--- src/rtl/pipe_hazard_ctrl_pkg.sv ---
// Shared types and constants for the pipeline hazard/forwarding controller.
package pipe_pkg;

    // EX operand forwarding selects
    localparam logic [1:0] FWD_RF  = 2'd0;
    localparam logic [1:0] FWD_MEM = 2'd1;
    localparam logic [1:0] FWD_WB  = 2'd2;

    // Scoreboard register fields are stored at a fixed width; narrower
    // register addresses are zero-extended so comparisons stay exact.
    localparam int SB_REG_W = 8;
    localparam logic [SB_REG_W-1:0] REG_ZERO = '0;

    typedef struct packed {
        logic                valid;
        logic                regwrite;
        logic                memread;
        logic [SB_REG_W-1:0] dst;
        logic [SB_REG_W-1:0] rs;
        logic [SB_REG_W-1:0] rt;
        logic                uses_rs;
        logic                uses_rt;
    } sb_entry_t;

    // An entry is a hazard source only if it will really write a non-zero register.
    function automatic logic writes_reg(sb_entry_t e);
        return e.valid && e.regwrite && (e.dst != REG_ZERO);
    endfunction

endpackage

--- src/rtl/pipe_hazard_ctrl_if.sv ---
// Decode-side inputs and control outputs of the hazard controller.
interface pipe_hazard_ctrl_if #(
    parameter int REG_W    = 5,
    parameter int BR_STAGE = 2,
    parameter int CNT_W    = 16
);
    logic             ID_Valid;
    logic [REG_W-1:0] ID_Rs;
    logic [REG_W-1:0] ID_Rt;
    logic             ID_UsesRs;
    logic             ID_UsesRt;
    logic             ID_RegWrite;
    logic             ID_MemRead;
    logic [REG_W-1:0] ID_Dst;
    logic             ID_Jump;
    logic             EX_Jr;
    logic             Branch_Taken;
    logic             PC_Write;
    logic             IFID_Write;
    logic             IDEX_Bubble;
    logic [BR_STAGE:0] Flush;
    logic [1:0]       Fwd_A;
    logic [1:0]       Fwd_B;
    logic             ID_Byp_A;
    logic             ID_Byp_B;
    logic [CNT_W-1:0] Stall_Cnt;
    logic [CNT_W-1:0] Flush_Cnt;

    // Datapath side: supplies decode/branch info, consumes controls
    modport master (
        output ID_Valid, ID_Rs, ID_Rt, ID_UsesRs, ID_UsesRt, ID_RegWrite,
               ID_MemRead, ID_Dst, ID_Jump, EX_Jr, Branch_Taken,
        input  PC_Write, IFID_Write, IDEX_Bubble, Flush, Fwd_A, Fwd_B,
               ID_Byp_A, ID_Byp_B, Stall_Cnt, Flush_Cnt
    );

    // Controller side
    modport slave (
        input  ID_Valid, ID_Rs, ID_Rt, ID_UsesRs, ID_UsesRt, ID_RegWrite,
               ID_MemRead, ID_Dst, ID_Jump, EX_Jr, Branch_Taken,
        output PC_Write, IFID_Write, IDEX_Bubble, Flush, Fwd_A, Fwd_B,
               ID_Byp_A, ID_Byp_B, Stall_Cnt, Flush_Cnt
    );
endinterface

--- src/rtl/pipe_hazard_ctrl_scoreboard.sv ---
// Shift register of in-flight instructions: entry 1 = EX, 2 = MEM, 3 = WB, ...
module pipe_scoreboard
    import pipe_pkg::*;
#(
    parameter int NUM_STAGES = 3
) (
    input  logic                         clk,
    input  logic                         rst_n,
    input  sb_entry_t                    ins_entry,
    input  logic                         insert_bubble,
    input  logic [NUM_STAGES-1:1]        inval_mask,   // bit k kills entry k as it moves on
    output sb_entry_t [NUM_STAGES:1]     entries
);

    sb_entry_t [NUM_STAGES:1] sb_reg;

    // Entry 1 takes the ID instruction, or a hole when ID/EX is bubbled or flushed
    always_ff @(posedge clk or negedge rst_n) begin
        if (!rst_n)
            sb_reg[1] <= '0;
        else
            sb_reg[1] <= insert_bubble ? '0 : ins_entry;
    end

    for (genvar gi = 2; gi <= NUM_STAGES; gi++) begin : g_shift
        // Older entries advance one stage, squashed when the flush mask says so
        always_ff @(posedge clk or negedge rst_n) begin
            if (!rst_n)
                sb_reg[gi] <= '0;
            else
                sb_reg[gi] <= inval_mask[gi-1] ? '0 : sb_reg[gi-1];
        end
    end

    assign entries = sb_reg;

endmodule

--- src/rtl/pipe_hazard_ctrl.sv ---
// Load-use stall, EX forwarding, ID bypass and flush control for the pipeline.
module pipe_hazard_ctrl
    import pipe_pkg::*;
#(
    parameter int REG_W      = 5,
    parameter int NUM_STAGES = 3,
    parameter int LOAD_LAT   = 1,
    parameter int BR_STAGE   = 2,
    parameter int CNT_W      = 16
) (
    input logic              Clk,
    input logic              Reset,
    pipe_hazard_ctrl_if.slave bus
);

    sb_entry_t [NUM_STAGES:1] sb;
    sb_entry_t                ins_entry;
    logic [NUM_STAGES-1:1]    inval_mask;
    logic [SB_REG_W-1:0]      id_rs;
    logic [SB_REG_W-1:0]      id_rt;
    logic                     load_use;
    logic [BR_STAGE:0]        flush_raw;
    logic [BR_STAGE:0]        flush;
    logic                     bubble;
    logic [CNT_W-1:0]         stall_cnt_reg;
    logic [CNT_W-1:0]         flush_cnt_reg;
    logic                     unused_sb;

    assign id_rs = SB_REG_W'(bus.ID_Rs);
    assign id_rt = SB_REG_W'(bus.ID_Rt);

    // Pack the decoded ID instruction into a scoreboard entry
    always_comb begin
        ins_entry          = '0;
        ins_entry.valid    = bus.ID_Valid;
        ins_entry.regwrite = bus.ID_RegWrite;
        ins_entry.memread  = bus.ID_MemRead;
        ins_entry.dst      = SB_REG_W'(bus.ID_Dst);
        ins_entry.rs       = id_rs;
        ins_entry.rt       = id_rt;
        ins_entry.uses_rs  = bus.ID_UsesRs;
        ins_entry.uses_rt  = bus.ID_UsesRt;
    end

    // Instructions younger than a taken branch are squashed as they advance
    for (genvar gi = 1; gi < NUM_STAGES; gi++) begin : g_inval
        assign inval_mask[gi] = bus.Branch_Taken && (gi < BR_STAGE);
    end

    pipe_scoreboard #(.NUM_STAGES(NUM_STAGES)) u_sb (
        .clk           (Clk),
        .rst_n         (Reset),
        .ins_entry     (ins_entry),
        .insert_bubble (bubble || flush[1]),
        .inval_mask    (inval_mask),
        .entries       (sb)
    );

    // Load-use: a load still in its latency window writes a register ID reads
    always_comb begin
        load_use = 1'b0;
        for (int k = 1; k <= LOAD_LAT; k++) begin
            if (writes_reg(sb[k]) && sb[k].memread &&
                ((bus.ID_UsesRs && sb[k].dst == id_rs) ||
                 (bus.ID_UsesRt && sb[k].dst == id_rt)))
                load_use = 1'b1;
        end
        load_use = load_use && bus.ID_Valid;
    end

    // Flush vector is the OR of branch, jr and jump; held off while in reset
    always_comb begin
        flush_raw = '0;
        if (bus.Branch_Taken)
            flush_raw = '1;
        if (bus.EX_Jr)
            flush_raw[1:0] = 2'b11;
        if (bus.ID_Jump)
            flush_raw[0] = 1'b1;
        flush = Reset ? flush_raw : '0;
    end

    // A flush redirects fetch, so it always beats a stall
    assign bubble          = load_use && !(|flush);
    assign bus.Flush       = flush;
    assign bus.IDEX_Bubble = bubble;
    assign bus.PC_Write    = !bubble;
    assign bus.IFID_Write  = !bubble;

    // EX forwarding: youngest producer wins; a load in MEM has no data yet
    always_comb begin
        bus.Fwd_A = FWD_RF;
        bus.Fwd_B = FWD_RF;
        if (sb[1].valid) begin
            if (writes_reg(sb[2]) && !sb[2].memread && sb[2].dst == sb[1].rs)
                bus.Fwd_A = FWD_MEM;
            else if (writes_reg(sb[3]) && sb[3].dst == sb[1].rs)
                bus.Fwd_A = FWD_WB;
            if (writes_reg(sb[2]) && !sb[2].memread && sb[2].dst == sb[1].rt)
                bus.Fwd_B = FWD_MEM;
            else if (writes_reg(sb[3]) && sb[3].dst == sb[1].rt)
                bus.Fwd_B = FWD_WB;
        end
    end

    // ID read bypass of the value being written back this cycle
    always_comb begin
        bus.ID_Byp_A = writes_reg(sb[3]) && bus.ID_UsesRs && sb[3].dst == id_rs;
        bus.ID_Byp_B = writes_reg(sb[3]) && bus.ID_UsesRt && sb[3].dst == id_rt;
    end

    // Saturating performance counters
    always_ff @(posedge Clk or negedge Reset) begin
        if (!Reset) begin
            stall_cnt_reg <= '0;
            flush_cnt_reg <= '0;
        end else begin
            if (bubble && stall_cnt_reg != '1)
                stall_cnt_reg <= stall_cnt_reg + 1'b1;
            if ((|flush) && flush_cnt_reg != '1)
                flush_cnt_reg <= flush_cnt_reg + 1'b1;
        end
    end

    assign bus.Stall_Cnt = stall_cnt_reg;
    assign bus.Flush_Cnt = flush_cnt_reg;

    // Not every stored field is consumed in every stage
    assign unused_sb = ^sb;

endmodule

--- src/flat_wrapper.sv ---
// flat-port wrapper written by rule: the top's interface ports become plain ports
module pipe_hazard_ctrl_flat import pipe_pkg::*;
#(
    parameter int REG_W      = 5,
    parameter int NUM_STAGES = 3,
    parameter int LOAD_LAT   = 1,
    parameter int BR_STAGE   = 2,
    parameter int CNT_W      = 16
)
  (Clk, Reset, bus_ID_Valid, bus_ID_Rs, bus_ID_Rt, bus_ID_UsesRs, bus_ID_UsesRt, bus_ID_RegWrite, bus_ID_MemRead, bus_ID_Dst, bus_ID_Jump, bus_EX_Jr, bus_Branch_Taken, bus_PC_Write, bus_IFID_Write, bus_IDEX_Bubble, bus_Flush, bus_Fwd_A, bus_Fwd_B, bus_ID_Byp_A, bus_ID_Byp_B, bus_Stall_Cnt, bus_Flush_Cnt);
  pipe_hazard_ctrl_if #(.REG_W(REG_W), .BR_STAGE(BR_STAGE), .CNT_W(CNT_W)) bus_i ();
  input logic Clk;
  input logic Reset;
  input wire logic [$bits(bus_i.ID_Valid)-1:0] bus_ID_Valid;
  input wire logic [$bits(bus_i.ID_Rs)-1:0] bus_ID_Rs;
  input wire logic [$bits(bus_i.ID_Rt)-1:0] bus_ID_Rt;
  input wire logic [$bits(bus_i.ID_UsesRs)-1:0] bus_ID_UsesRs;
  input wire logic [$bits(bus_i.ID_UsesRt)-1:0] bus_ID_UsesRt;
  input wire logic [$bits(bus_i.ID_RegWrite)-1:0] bus_ID_RegWrite;
  input wire logic [$bits(bus_i.ID_MemRead)-1:0] bus_ID_MemRead;
  input wire logic [$bits(bus_i.ID_Dst)-1:0] bus_ID_Dst;
  input wire logic [$bits(bus_i.ID_Jump)-1:0] bus_ID_Jump;
  input wire logic [$bits(bus_i.EX_Jr)-1:0] bus_EX_Jr;
  input wire logic [$bits(bus_i.Branch_Taken)-1:0] bus_Branch_Taken;
  output wire logic [$bits(bus_i.PC_Write)-1:0] bus_PC_Write;
  output wire logic [$bits(bus_i.IFID_Write)-1:0] bus_IFID_Write;
  output wire logic [$bits(bus_i.IDEX_Bubble)-1:0] bus_IDEX_Bubble;
  output wire logic [$bits(bus_i.Flush)-1:0] bus_Flush;
  output wire logic [$bits(bus_i.Fwd_A)-1:0] bus_Fwd_A;
  output wire logic [$bits(bus_i.Fwd_B)-1:0] bus_Fwd_B;
  output wire logic [$bits(bus_i.ID_Byp_A)-1:0] bus_ID_Byp_A;
  output wire logic [$bits(bus_i.ID_Byp_B)-1:0] bus_ID_Byp_B;
  output wire logic [$bits(bus_i.Stall_Cnt)-1:0] bus_Stall_Cnt;
  output wire logic [$bits(bus_i.Flush_Cnt)-1:0] bus_Flush_Cnt;
  assign bus_i.ID_Valid = bus_ID_Valid;
  assign bus_i.ID_Rs = bus_ID_Rs;
  assign bus_i.ID_Rt = bus_ID_Rt;
  assign bus_i.ID_UsesRs = bus_ID_UsesRs;
  assign bus_i.ID_UsesRt = bus_ID_UsesRt;
  assign bus_i.ID_RegWrite = bus_ID_RegWrite;
  assign bus_i.ID_MemRead = bus_ID_MemRead;
  assign bus_i.ID_Dst = bus_ID_Dst;
  assign bus_i.ID_Jump = bus_ID_Jump;
  assign bus_i.EX_Jr = bus_EX_Jr;
  assign bus_i.Branch_Taken = bus_Branch_Taken;
  assign bus_PC_Write = bus_i.PC_Write;
  assign bus_IFID_Write = bus_i.IFID_Write;
  assign bus_IDEX_Bubble = bus_i.IDEX_Bubble;
  assign bus_Flush = bus_i.Flush;
  assign bus_Fwd_A = bus_i.Fwd_A;
  assign bus_Fwd_B = bus_i.Fwd_B;
  assign bus_ID_Byp_A = bus_i.ID_Byp_A;
  assign bus_ID_Byp_B = bus_i.ID_Byp_B;
  assign bus_Stall_Cnt = bus_i.Stall_Cnt;
  assign bus_Flush_Cnt = bus_i.Flush_Cnt;
  pipe_hazard_ctrl #(.REG_W(REG_W), .NUM_STAGES(NUM_STAGES), .LOAD_LAT(LOAD_LAT), .BR_STAGE(BR_STAGE), .CNT_W(CNT_W)) u_core (.Clk(Clk), .Reset(Reset), .bus(bus_i));
endmodule
--- config.mk ---
export PLATFORM = sky130hd
export DESIGN_NAME = pipe_hazard_ctrl_flat
export DESIGN_NICKNAME = d
export VERILOG_FILES = /design/src/rtl/pipe_hazard_ctrl_pkg.sv /design/src/rtl/pipe_hazard_ctrl_if.sv /design/src/rtl/pipe_hazard_ctrl_scoreboard.sv /design/src/rtl/pipe_hazard_ctrl.sv /design/src/flat_wrapper.sv
export SDC_FILE = /design/constraint.sdc
export NUM_CORES = 1
export LEC_CHECK = 0
export BUFFER_PORTS_ARGS = -buffer_cell sky130_fd_sc_hd__buf_2
export CAP_MARGIN = 20
export CORE_MARGIN = 2
export CORE_UTILIZATION = 40
export CTS_BUF_LIST = sky130_fd_sc_hd__clkbuf_16
export CTS_CLUSTER_SIZE = 10
export DETAILED_ROUTE_END_ITERATION = 6
export SLEW_MARGIN = 20
export SYNTH_ARGS = -nofsm -noshare
export SYNTH_HDL_FRONTEND = slang
export SYNTH_SLANG_ARGS = --single-unit
--- constraint.sdc ---
create_clock -name Clk -period 5.1 [get_ports Clk]
set_input_delay 0.765 -clock Clk [delete_from_list [all_inputs] [get_ports Clk]]
set_output_delay 0.765 -clock Clk [all_outputs]
set_load 0.03 [all_outputs]
==> out/summary.json <==
{
  "postSynthAreaPerCell_um2": 10.8,
  "ys_seq_area_frac": 0.512,
  "worst_r2r_startpoint": "u_core.u_sb.entries[18]",
  "synth.ff_latch_count": 65,
  "drt_iter0_drc": 114,
  "drt_first_pass_iters": 4,
  "final.hold.worst_slack_ps": 373,
  "grt_use_total": 0.169,
  "placeableCoreArea_mm2": 0.00773,
  "yosys.area.top_type": "sky130_fd_sc_hd__dfrtp_1",
  "ctsResizeCount": 0,
  "grt_setup_unrepaired": "no",
  "power_switching_share": 0.265,
  "power_density_mw_per_mm2": 368,
  "synth.top_cells.by_area": "sky130_fd_sc_hd__dfrtp_1, sky130_fd_sc_hd__xnor2_1, sky130_fd_sc_hd__and2_1, sky130_fd_sc_hd__xor2_1, sky130_fd_sc_hd__nand3_1",
  "layout-drive-gt1-share": 0.253,
  "rr_endpoint": "u_core.u_sb.entries[11]",
  "cap_viol_max_count": 0,
  "h-tree-depth": 3,
  "slew_viol_final": 0,
  "ys_async_rst_share": 1.00,
  "place.port_buffers": 68,
  "timing.critical_path.to_type": "primary output",
  "finalCritPeriodShare": 0.594,
  "synth.most_common_cell": "sky130_fd_sc_hd__dfrtp_1",
  "die_area_mm2": 0.00867,
  "synth_cell_types": 38,
  "yosys-top-cells-count": "sky130_fd_sc_hd__dfrtp_1, sky130_fd_sc_hd__xnor2_1, sky130_fd_sc_hd__and2_1, sky130_fd_sc_hd__nand3_1, sky130_fd_sc_hd__nand2_1",
  "worstMarginPinSlew_ps": 829,
  "fillerInstances": 709,
  "n_antenna_cell": 0,
  "timing.clock.skew_ps": 4.28,
  "finalHoldViolCount": 0,
  "status": "completed",
  "report.final.setup_viol": 0,
  "netlist_instances": 295,
  "peakVddDrop_uv": 193,
  "cts_inserted_buffers": 9,
  "synthesized_net_count": 322,
  "gr-total-overflow": 0,
  "fmaxAchievable_mhz": 330,
  "crit_fanout": 11,
  "postCtsSetupBuffers": 0,
  "timing.setup.tns_ps": 0,
  "power.leakage_nw": 1.84,
  "combPwrFrac": 0.150,
  "routed_wire_length_per_instance_um": 14.4,
  "count_of_unresolved_drc_violations_after_routing": 0,
  "startpoint_type": "input port",
  "initial_utilization": 0.411,
  "power.switching_w": 0.000383,
  "detailedPlace.worstSlack_ps": 2070,
  "cts.root.buffer_cell": "sky130_fd_sc_hd__clkbuf_16",
  "worst-endpoint-arrival_ps": 2270,
  "first_global_vias": 2288,
  "ant_nets": 0,
  "final.min_clock_period_ps": 3030,
  "post_synth_instance_area_mm2": 0.00318,
  "cts.sink_count": 65,
  "clkPwrFrac": 0.428,
  "rr_worst_depth": 5,
  "finalNetCount": 393,
  "ys.warnings.count": 0,
  "grt_pass1_wl_mm": 11.4,
  "hp-class": "reg -> reg",
  "ys_dominant_reg_cell": "sky130_fd_sc_hd__dfrtp_1",
  "path_class": "in -> out",
  "seqPwrFrac": 0.421,
  "cts_tree": "done",
  "post-synth-top-area-fraction": 0.512,
  "ff2ff_setup_slack_ps": 2990,
  "relSlewSlack": 0.447,
  "die_height_um": 93.1,
  "p_int_w": 0.00106,
  "timing.critical_path.required_ps": 4340,
  "drt-vias-per-instance": 4.91,
  "worstSetupEndpoint": "bus_IDEX_Bubble",
  "fp-row-count": 32,
  "post-route-util": 0.508,
  "clk_latency_ps": 310,
  "cp-startpoint": "bus_Branch_Taken",
  "synth-edff-count": 0,
  "clk_pin_slew_worst_paths_ps": 50,
  "pin_count_of_the_biggest_net_entering_global_routing": 68,
  "gp_congestion": 0.825,
  "dr_total_vias": 2322,
  "num_io_pins": 69,
  "grt_antenna_before_repair": 0,
  "clock_tree.buffer_depth": 2,
  "fp.dieW_um": 93.1,
  "finalWorstSetupSlack_ps": 2070,
  "syn_to_final_growth_pct": 23.5,
  "place_hpwl_mm": 5.06,
  "drt-total-wl_mm": 6.82,
  "cts_hold_buf": 0
}
[registers in the layout, indices dropped and copies added, names as in the netlist]
signal                flops
u_core.bus.Stall_Cnt     16
u_core.bus.Flush_Cnt     16
u_core.u_sb.entries      33
[worst min-delay path by stage]
stage | startpoint | to | slack (ps) | depth (start not counted)
CTS | u_core.u_sb.entries[56] | u_core.u_sb.entries[85] | 380 | 0
global placement | u_core.u_sb.entries[57] | u_core.u_sb.entries[86] | 360 | 0
global route | u_core.u_sb.entries[56] | u_core.u_sb.entries[85] | 380 | 0
floorplan | u_core.u_sb.entries[56] | u_core.u_sb.entries[85] | 350 | 0
detailed placement | u_core.u_sb.entries[56] | u_core.u_sb.entries[85] | 360 | 0
finish | u_core.u_sb.entries[56] | u_core.u_sb.entries[85] | 370 | 0
[cells by family (layout without fill, tap and decap cells)]
group,after synthesis,after routing,share of synthesized area
buffers and inverters,15,91,0.0189
adder cells (fa/ha/maj),2,2,0.00788
flip-flops,65,65,0.512
XOR/XNOR,66,66,0.182
AO/OA/AOI/OAI,13,13,0.0355
multiplexers,3,3,0.0118
AND/OR/NAND/NOR,131,131,0.232
[layer usage]
metal	wire length, µm	track usage	part of all wire	vias to the layer above
met2	3270	0.261	0.48	51
met3	211	0.0290	0.031	6
met1	3250	0.237	0.48	1122
met5	0	0	0	-
li1	-	-	-	1143
met4	77	0.0723	0.011	0
[power groups by stage]
stage	clock network [W]	logic (W)	registers (W)
2_1_floorplan	0	0.000101	0.000655
6_report	0.000619	0.000217	0.000609
5_1_grt	0.000659	0.000238	0.000615
4_1_cts	0.000632	0.000221	0.000609
3_5_place_dp	0	0.000220	0.000617
3_3_place_gp	0	0.000217	0.000617
[worst max-delay path: stages]
cell and delay, ps:
sky130_fd_sc_hd__buf_2 180, sky130_fd_sc_hd__o31ai_4 320, sky130_fd_sc_hd__inv_2 110, sky130_fd_sc_hd__a211oi_1 470
sky130_fd_sc_hd__nand2_1 160, sky130_fd_sc_hd__inv_1 80, sky130_fd_sc_hd__buf_2 190
[layout by cell type (no fill, tap or decap), drive strengths merged, types with 3 or more instances in the layout]
| cell type | count |
|---|---|
| buf | 69 |
| dfrtp | 65 |
| xnor2 | 51 |
| and2 | 24 |
| nand3 | 21 |
| nand2 | 19 |
| xor2 | 15 |
| nor3 | 14 |
| nand4 | 14 |
| nor2 | 11 |
| inv | 10 |
| clkbuf | 9 |
| nor2b | 8 |
| and3 | 6 |
| nor4 | 5 |
| a21oi | 4 |
| and4 | 3 |
| mux2 | 3 |
[layout make-up]
class / count / area, µm² / share of cell area
Clock buffer: 9 / 225 / 0.0574
Clock inverter: 7 / 80.1 / 0.0204
Sequential cell: 65 / 1630 / 0.415
Timing Repair Buffer: 69 / 348 / 0.0886
Tap cell: 102 / 128 / 0.0325
Inverter: 6 / 22.5 / 0.00574
Multi-Input combinational cell: 215 / 1490 / 0.381
[per-stage QoR]
step	power, W	instances	area [µm²]
2_1_floorplan	0.000757	295	3180
3_3_place_gp	0.000833	457	3610
3_5_place_dp	0.000838	457	3610
4_1_cts	0.00146	473	3920
5_1_grt	0.00151	473	3920
6_report	0.00145	473	3920
No activity file was read; power rests on OpenSTA's default activity.
